===== src/rtl/bin2bcd_seq.sv =====
// bin2bcd_seq
//
// Sequential binary-to-BCD converter using shift-and-add-3 (double dabble).
// It consumes one input bit per clock. A WIDTH-bit unsigned value becomes
// DIGITS packed BCD digits. A registered leading-zero blanking mask and an
// overflow flag are produced alongside the digits.
//
// Ports:
//   clk      system clock, rising-edge active
//   rst      asynchronous, active-high reset
//   start    conversion request, only looked at while idle
//   a        binary value, captured on the edge that accepts start
//   busy     high while a conversion is running
//   done     one-cycle pulse when bcd/blank/overflow take a new result
//   bcd      packed result, digit i in bits [4i+3:4i], digit 0 = ones
//   blank    leading-zero mask, bit i = 1 means digit i should be dark
//   overflow value needed more than DIGITS digits; bcd holds the low digits
module bin2bcd_seq #(
  parameter int WIDTH  = 16,
  parameter int DIGITS = 5
) (
  input  logic                  clk,
  input  logic                  rst,
  input  logic                  start,
  input  logic [WIDTH-1:0]      a,
  output logic                  busy,
  output logic                  done,
  output logic [4*DIGITS-1:0]   bcd,
  output logic [DIGITS-1:0]     blank,
  output logic                  overflow
);

  localparam int CW = $clog2(WIDTH);

  // Every digit except the ones digit is blanked, so an idle display shows "0".
  localparam logic [DIGITS-1:0] BLANK_RESET = ~DIGITS'(1);

  typedef enum logic {
    IDLE,
    SHIFT
  } state_t;

  state_t              state;
  state_t              nextState;

  logic [CW-1:0]       bitCount;
  logic [WIDTH-1:0]    shiftReg;
  logic [4*DIGITS-1:0] scratch;
  logic                ovScratch;

  logic [4*DIGITS-1:0] adjusted;
  logic [4*DIGITS-1:0] shiftedScratch;
  logic                outBit;
  logic                finalOv;
  logic                lastStep;
  logic [DIGITS-1:0]   mask;

  // State register.
  always_ff @(posedge clk or posedge rst) begin
    if (rst) begin
      state <= IDLE;
    end else begin
      state <= nextState;
    end
  end

  // Next-state logic. A start request that arrives while busy is dropped,
  // not queued. The last shift step returns to IDLE, so a start that is
  // present during the done cycle is accepted on the next edge.
  always_comb begin
    nextState = state;
    busy      = 1'b0;
    case (state)
      IDLE: begin
        if (start) begin
          nextState = SHIFT;
        end
      end
      SHIFT: begin
        busy = 1'b1;
        if (lastStep) begin
          nextState = IDLE;
        end
      end
      default: nextState = IDLE;
    endcase
  end

  assign lastStep = (state == SHIFT) && (bitCount == CW'(WIDTH - 1));

  // Add 3 to every digit that is 5 or more. This happens before the shift,
  // so the digit carries correctly into its neighbour once doubled. Each
  // digit is adjusted on its own, with no carry between digits.
  always_comb begin
    logic [3:0] digit;
    adjusted = '0;
    digit    = '0;
    for (int d = 0; d < DIGITS; d++) begin
      digit = scratch[4*d +: 4];
      adjusted[4*d +: 4] = (digit >= 4'd5) ? digit + 4'd3 : digit;
    end
  end

  // The bit that leaves the top digit is a carry into a digit we do not have.
  // Any such bit means the value does not fit.
  assign shiftedScratch = {adjusted[4*DIGITS-2:0], shiftReg[WIDTH-1]};
  assign outBit         = adjusted[4*DIGITS-1];
  assign finalOv        = ovScratch | outBit;

  // Blanking mask for the result about to be published. Scan from the top
  // digit down, and keep blanking while every digit seen so far is zero.
  // The ones digit always stays lit. An overflowed result is shown in full,
  // because its high digits are not real leading zeros.
  always_comb begin
    logic allZero;
    mask    = '0;
    allZero = 1'b1;
    for (int i = DIGITS - 1; i >= 0; i--) begin
      allZero = allZero & (shiftedScratch[4*i +: 4] == 4'd0);
      mask[i] = allZero;
    end
    mask[0] = 1'b0;
    if (finalOv) begin
      mask = '0;
    end
  end

  // Datapath and output registers. The published outputs change only on
  // the final step, so downstream logic never sees partial scratch values.
  always_ff @(posedge clk or posedge rst) begin
    if (rst) begin
      bitCount  <= '0;
      shiftReg  <= '0;
      scratch   <= '0;
      ovScratch <= 1'b0;
      bcd       <= '0;
      blank     <= BLANK_RESET;
      overflow  <= 1'b0;
      done      <= 1'b0;
    end else begin
      done <= 1'b0;
      case (state)
        IDLE: begin
          if (start) begin
            shiftReg  <= a;
            scratch   <= '0;
            ovScratch <= 1'b0;
            bitCount  <= '0;
          end
        end
        SHIFT: begin
          shiftReg  <= {shiftReg[WIDTH-2:0], 1'b0};
          scratch   <= shiftedScratch;
          ovScratch <= finalOv;
          bitCount  <= bitCount + CW'(1);
          if (lastStep) begin
            bitCount <= '0;
            bcd      <= shiftedScratch;
            overflow <= finalOv;
            blank    <= mask;
            done     <= 1'b1;
          end
        end
        default: ;
      endcase
    end
  end

endmodule


===== config.mk =====
export PLATFORM = sky130hd
export DESIGN_NAME = bin2bcd_seq
export DESIGN_NICKNAME = d
export VERILOG_FILES = /design/src/rtl/bin2bcd_seq.sv
export SDC_FILE = /design/constraint.sdc
export NUM_CORES = 1
export LEC_CHECK = 0
export CAP_MARGIN = 10
export CORE_MARGIN = 4
export CORE_UTILIZATION = 55
export CTS_BUF_LIST = sky130_fd_sc_hd__clkbuf_8
export DETAILED_ROUTE_END_ITERATION = 10
export GPL_TIMING_DRIVEN = 0
export PLACE_DENSITY = 0.8
export SYNTH_ARGS = -nofsm -noshare
export SYNTH_HDL_FRONTEND = slang
export SYNTH_SLANG_ARGS = --single-unit

===== constraint.sdc =====
create_clock -name clk -period 2.6 [get_ports clk]
set_clock_uncertainty 0.05 [all_clocks]
set_input_delay 0.26 -clock clk [delete_from_list [all_inputs] [get_ports clk]]
set_output_delay 0.26 -clock clk [all_outputs]
set_load 0.02 [all_outputs]

==> metrics.yaml, run 1 <==
logic_synthesis:
  synth_enable_flop_cells: 0
  synthCells: 346
  synth_seq_area_share_pct: 51.3
  synth-async-reset-ratio_pct: 100
  syn_nets: 376
  yosys_warnings: 0
  synth_area_um2: 3330
  yosysUniqueCellTypes: 40
  ys_dominant_reg_cell: "dfrtp_1"
  ys_ff_latch: 68
  syn_area_per_cell_um2: 9.62
cells_and_area:
  areaGrowthSynthToFinish_pct: 21.6
  final_common_cell: "nand2_1"
  regArea_um2: 1710
  fill_cells: 474
  n_antenna_cell: 0
  mostFrequentLayoutCells: "nand2_1, dfrtp_1, o21ai_0"
  finish.utilization_pct: 68.8
  nets: 431
  drive_gt1_share_pct: 8.87
  multiInputGateArea_um2: 1480
  stdcell_count: 481
detailed_routing:
  totalWireLength_um: 7290
  vias_per_cell: 5.61
  drc: 0
  dr.pass1.iters: 5
  ant_nets: 0
  vias: 2698
  wl_per_cell_um: 15.2
  drtIter0Drc: 255
clocking:
  cts-hold-fix-buffers: 0
  cts_buffers: 9
  htree_num_levels: 3
  cts_tree: "built"
  clk_pin_slew_ns: 0.07
  cts.path.max_buffers: 2
  postCtsSetupBuffers: 0
  cts_resized: 0
  cts_root_buf: "clkbuf_8"
  clk_latency_ns: 0.34
  cts_sinks: 68
placement:
  post-dp-hpwl_um: 5070
  routabilityCongestion: 0.869
  port_buffers: 44
  dp_cells: 465
setup_path:
  cp.required_ns: 2.81
  worst_ep_arrival_time_ns: 2.33
  crit_fanout: 5
  endpoint_kind: "register"
  path_class: "reg2reg"
  cp-start-kind: "register"
  timing.rr.start: "scratch[12]$_DFFE_PP0P_"
  crit_start: "scratch[12]$_DFFE_PP0P_"
outcome:
  status: "finished, final reports clean"
floorplan:
  start_util_pct: 56.6
  die_area_um2: 7360
  rows: 28
  io_pins: 47
  die_h_um: 85.8
  core_area_um2: 5890
  dieWidth_um: 85.8
power_and_ir_drop:
  p_sw_w: 0.00205
  power_frac_comb_pct: 46.9
  p_total_w: 0.00499
  p_per_area_nw_per_um2: 1230
  clockPowerShare_pct: 16.0
  power_frac_seq_pct: 37.2
  ir_drop_v: 0.000650
  p_int_w: 0.00294
  leakagePower_nw: 1.84
  power_switching_share_pct: 41.1
sta:
  fmax_ghz: 0.471
  hold_viol: 0
  rsz0062_at_grt: "no"
  worstMarginPinSlew_ns: 0.835
  slew_headroom_pct: 44.4
  fin_crit_ns: 2.12
  final_max_slew_viol_count: 0
  setup_viol: 0
  post-route-period-util_pct: 81.7
global_route:
  antenna_found_initial: 0
  grt_pass1_wl_um: 12800
  grt_start_max_net_pins: 69
  grt_overflow_total: 0
  grt_pass1_vias: 2704
  gr-usage-all-layers_pct: 22.2
flow_run:
  maxCapViolCount: 0
hold_path:
  worstHoldStart: "start"
  hp-class: "in2reg"
[power groups by stage]
stage	sequential (W)	clock, W	combinational (W)
5_1_grt	0.00192	0.000858	0.00262
3_5_place_dp	0.00186	0	0.00233
3_3_place_gp	0.00184	0	0.00226
4_1_cts	0.00185	0.000807	0.00235
6_report	0.00185	0.000797	0.00234
2_1_floorplan	0.00198	0	0.00146
[Yosys cell counts, drive strengths merged (2+ instances only)]
cell     n  area share, %
clkinv   2           0.23
a31o     3           0.79
o22ai    7            1.3
o21ai   50            7.9
mux2     3            1.0
o31ai    6            1.5
buf      6            1.4
nand2   80            9.0
nand2b   7            1.3
mux2i   18            5.4
a21o     2           0.45
nand4    3           0.75
a21oi   12            1.8
xnor2    5            1.3
nor2    10            1.1
dfrtp   64             48
nor3     5           0.75
clkbuf  11            1.2
dfstp    4            3.2
nor3b    8            2.0
a211oi   2           0.60
nand3    6           0.90
inv     13            1.5
ha      11            4.1
[registers in the layout, indices dropped and copies added, names as in the netlist]
register and cells:
state 1, blank 4, ovScratch 1, scratch 20, shiftReg 16, bitCount 4
done 1, overflow 1, bcd 20
[layer usage]
| metal | GRT usage [%] | wire (um) | up-vias |
|---|---|---|---|
| li1 | - | - | 1300 |
| met1 | 29.0 | 3240 | 1295 |
| met2 | 36.2 | 3500 | 91 |
| met3 | 3.55 | 418 | 12 |
| met4 | 10.4 | 136 | 0 |
| met5 | 0 | 0 | - |
[cells by family (layout without fill, tap and decap cells)]
family	Yosys count	count (layout)	share of synthesized area, %
fa+ha+maj	11	11	4.13
mux	21	21	6.43
simple gates	122	122	16.5
compound gates	85	85	15.7
flops	68	68	51.3
buf+inv	32	92	4.28
other cells	1	1	0.113
xor+xnor	6	6	1.58
[through the flow]
stage	cell area, um2	setup slack (ns)	setup TNS, ns	hold WS [ns]
floorplan	3330	0.585	0	0.366
global placement	3860	-0.544	-34.59	0.391
detailed placement	3870	0.545	0	0.409
CTS	4050	0.513	0	0.285
global route	4050	0.325	0	0.346
finish	4050	0.477	0	0.301
[path summary, 6_finish.rpt]
check / depth (start not counted) / slack (ns) / end
hold / removal: 3 / 0.30 / shiftReg[15]$_DFFE_PP0P_
setup / recovery: 7 / 0.48 / blank[1]$_DFFE_PP1P_
setup reg to reg: 7 / 0.48 / blank[1]$_DFFE_PP1P_
min in group asynchronous: 2 / 0.40 / scratch[18]$_DFFE_PP0P_
max in group asynchronous: 2 / 1.57 / scratch[3]$_DFFE_PP0P_
hold reg to reg: 2 / 0.41 / blank[4]$_DFFE_PP1P_
[final cells by class]
type | count | area share (%)
multi-input combinational | 246 | 36.6
sequential | 68 | 42.2
clock inverter | 4 | 0.402
buffer | 17 | 2.13
timing repair buffer | 44 | 10.9
clock buffer | 12 | 4.08
inverter | 15 | 1.45
tap | 75 | 2.32
[worst max-delay path, cell delays in order (launching register included)]
cell	delay (ns)
dfrtp_1	0.46
inv_1	0.15
ha_1	0.27
nand2b_1	0.10
nor3b_2	0.18
a2111oi_4	0.33
nand4_2	0.22
o31ai_2	0.28
Power figures use the tool's default switching activity.
==> inputs of run 2 (changes only) <==
--- a/config.mk
+++ b/config.mk
@@ -7,11 +7,11 @@
 export LEC_CHECK = 0
 export CAP_MARGIN = 10
 export CORE_MARGIN = 4
-export CORE_UTILIZATION = 55
+export CORE_UTILIZATION = 51
 export CTS_BUF_LIST = sky130_fd_sc_hd__clkbuf_8
 export DETAILED_ROUTE_END_ITERATION = 10
 export GPL_TIMING_DRIVEN = 0
-export PLACE_DENSITY = 0.8
+export PLACE_DENSITY = 0.78
 export SYNTH_ARGS = -nofsm -noshare
 export SYNTH_HDL_FRONTEND = slang
 export SYNTH_SLANG_ARGS = --single-unit
==> constraint.sdc (replaced) <==
create_clock -name clk -period 1.7 [get_ports clk]
set_clock_uncertainty 0.05 [all_clocks]
set_input_delay 0.17 -clock clk [delete_from_list [all_inputs] [get_ports clk]]
set_output_delay 0.17 -clock clk [all_outputs]
set_load 0.02 [all_outputs]
==> metrics.yaml, run 2 (synthesized netlist as in run 1, its figures left out) <==
outcome:
  status: "finished, violations left"
  violations: "negative setup slack"
cells_and_area:
  drive_gt1_share_pct: 21.9
  final_common_cell: "nand2_1"
  top_regs: "bcd (20), scratch (20), shiftReg (16)"
  finish.utilization_pct: 69.8
  areaGrowthSynthToFinish_pct: 33.1
  stdcell_count: 497
  nets: 445
  mostFrequentLayoutCells: "nand2_1, dfrtp_1, o21ai_0"
  n_antenna_cell: 0
setup_path:
  crit_fanout: 4
  cp-start-kind: "register"
  worst_ep_arrival_time_ns: 2.02
  cp.required_ns: 1.90
  path_class: "reg2reg"
  endpoint_kind: "register"
placement:
  routabilityCongestion: 0.768
  dp_cells: 468
  post-dp-hpwl_um: 5300
  port_buffers: 44
floorplan:
  io_pins: 47
  core_area_um2: 6350
  rows: 29
  dieWidth_um: 88.8
  die_h_um: 88.8
  die_area_um2: 7890
  start_util_pct: 52.4
sta:
  slew_headroom_pct: 60.4
  worstMarginPinSlew_ns: 0.592
  fin_crit_ns: 1.82
  hold_viol: 0
  setup_viol: 3
  rsz0062_at_grt: "yes"
  finalWorstSetupSlack_ns: -0.119
  fmax_ghz: 0.550
  post-route-period-util_pct: 107
  final_max_slew_viol_count: 0
detailed_routing:
  route.met2.wl_um: 4020
  drtIter0Drc: 161
  ant_nets: 0
  totalWireLength_um: 8100
  met3_length_um: 392
  vias_per_cell: 5.61
  wl_met1_um: 3580
  top_layer: "met4"
  dr.pass1.iters: 4
  wl_per_cell_um: 16.3
  drc: 0
  vias: 2787
power_and_ir_drop:
  power_frac_comb_pct: 50.0
  power_frac_seq_pct: 32.5
  power_switching_share_pct: 40.1
  p_int_w: 0.00532
  clockPowerShare_pct: 17.6
  p_per_area_nw_per_um2: 2000
  leakagePower_nw: 2.03
  p_sw_w: 0.00356
  p_total_w: 0.00889
  ir_drop_v: 0.00108
hold_path:
  hp-class: "in2async"
global_route:
  grt_pass1_wl_um: 13100
  grt_overflow_total: 0
  grt_start_max_net_pins: 43
  gr-usage-all-layers_pct: 21.7
  antenna_found_initial: 0
  grt_pass1_vias: 2767
clocking:
  clk_latency_ns: 0.34
  cts.path.max_buffers: 2
  cts_buffers: 9
  cts_root_buf: "clkbuf_8"
  cts-hold-fix-buffers: 0
  cts_tree: "built"
  clk_pin_slew_ns: 0.07
  htree_num_levels: 3
  cts_sinks: 68
flow_run:
  maxCapViolCount: 0
-- run 2: repair_timing --
action                     CTS  global route
hold endpoints to repair     0             0
gates resized for setup     16            38
setup endpoints to repair   26            32
cloned                       0             0
pin swaps                    8             7
buffers inserted            10             4
-- run 2: layer usage --
layer	vias to the layer above	GRT usage (%)
met5	-	0
met4	0	8.93
met3	9	3.45
met2	80	35.5
met1	1373	28.7
li1	1325	-
-- run 2: power by group through the flow --
stage	clock network (W)	registers [W]	logic, W
after floorplan	0	0.00303	0.00227
after global placement	0	0.00282	0.00347
after detailed placement	0	0.00286	0.00364
after CTS	0.00157	0.00284	0.00400
after global routing	0.00166	0.00297	0.00488
final	0.00156	0.00289	0.00444
-- run 2: final cells by class --
class / count / area, um2
Timing Repair Buffer: 59 / 576
Multi-Input combinational cell: 246 / 1660
Sequential cell: 68 / 1710
Clock buffer: 12 / 165
Buffer: 16 / 87.6
Fill cell: 476 / 1920
Clock inverter: 4 / 71.3
Tap cell: 77 / 96.3
Inverter: 15 / 65.1
-- run 2: path summary, 6_finish.rpt --
path                                    startpoint                        to  slack (ns)  cells past startpoint
hold / removal                                 rst   scratch[17]$_DFFE_PP0P_        0.20                      2
min in group clk                             start  shiftReg[15]$_DFFE_PP0P_        0.26                      3
hold reg to reg               blank[4]$_DFFE_PP1P_      blank[4]$_DFFE_PP1P_        0.40                      2
setup / recovery           scratch[16]$_DFFE_PP0P_      blank[1]$_DFFE_PP1P_       -0.12                      7
setup reg to reg           scratch[16]$_DFFE_PP0P_      blank[1]$_DFFE_PP1P_       -0.12                      7
max in group asynchronous                      rst    scratch[8]$_DFFE_PP0P_        0.80                      3
-- run 2: critical path: stages (launching register included) --
cell and delay [ns]:
dfrtp_1 0.42, inv_2 0.12, ha_4 0.17, nand2b_4 0.06
nor3b_1 0.14, a211oi_2 0.32, nand4_2 0.20, o31ai_2 0.25
-- run 2: through the flow --
stage               setup WS, ns  TNS (ns)  instance area [um2]  hold slack (ns)
floorplan                 0.0159         0                 3350            0.275
global placement          -0.198     -7.90                 3880            0.391
detailed placement        -0.189     -2.20                 3900            0.394
CTS                       -0.142    -0.356                 4290            0.206
global route              -0.197    -0.669                 4430            0.241
finish                    -0.119    -0.223                 4430            0.195
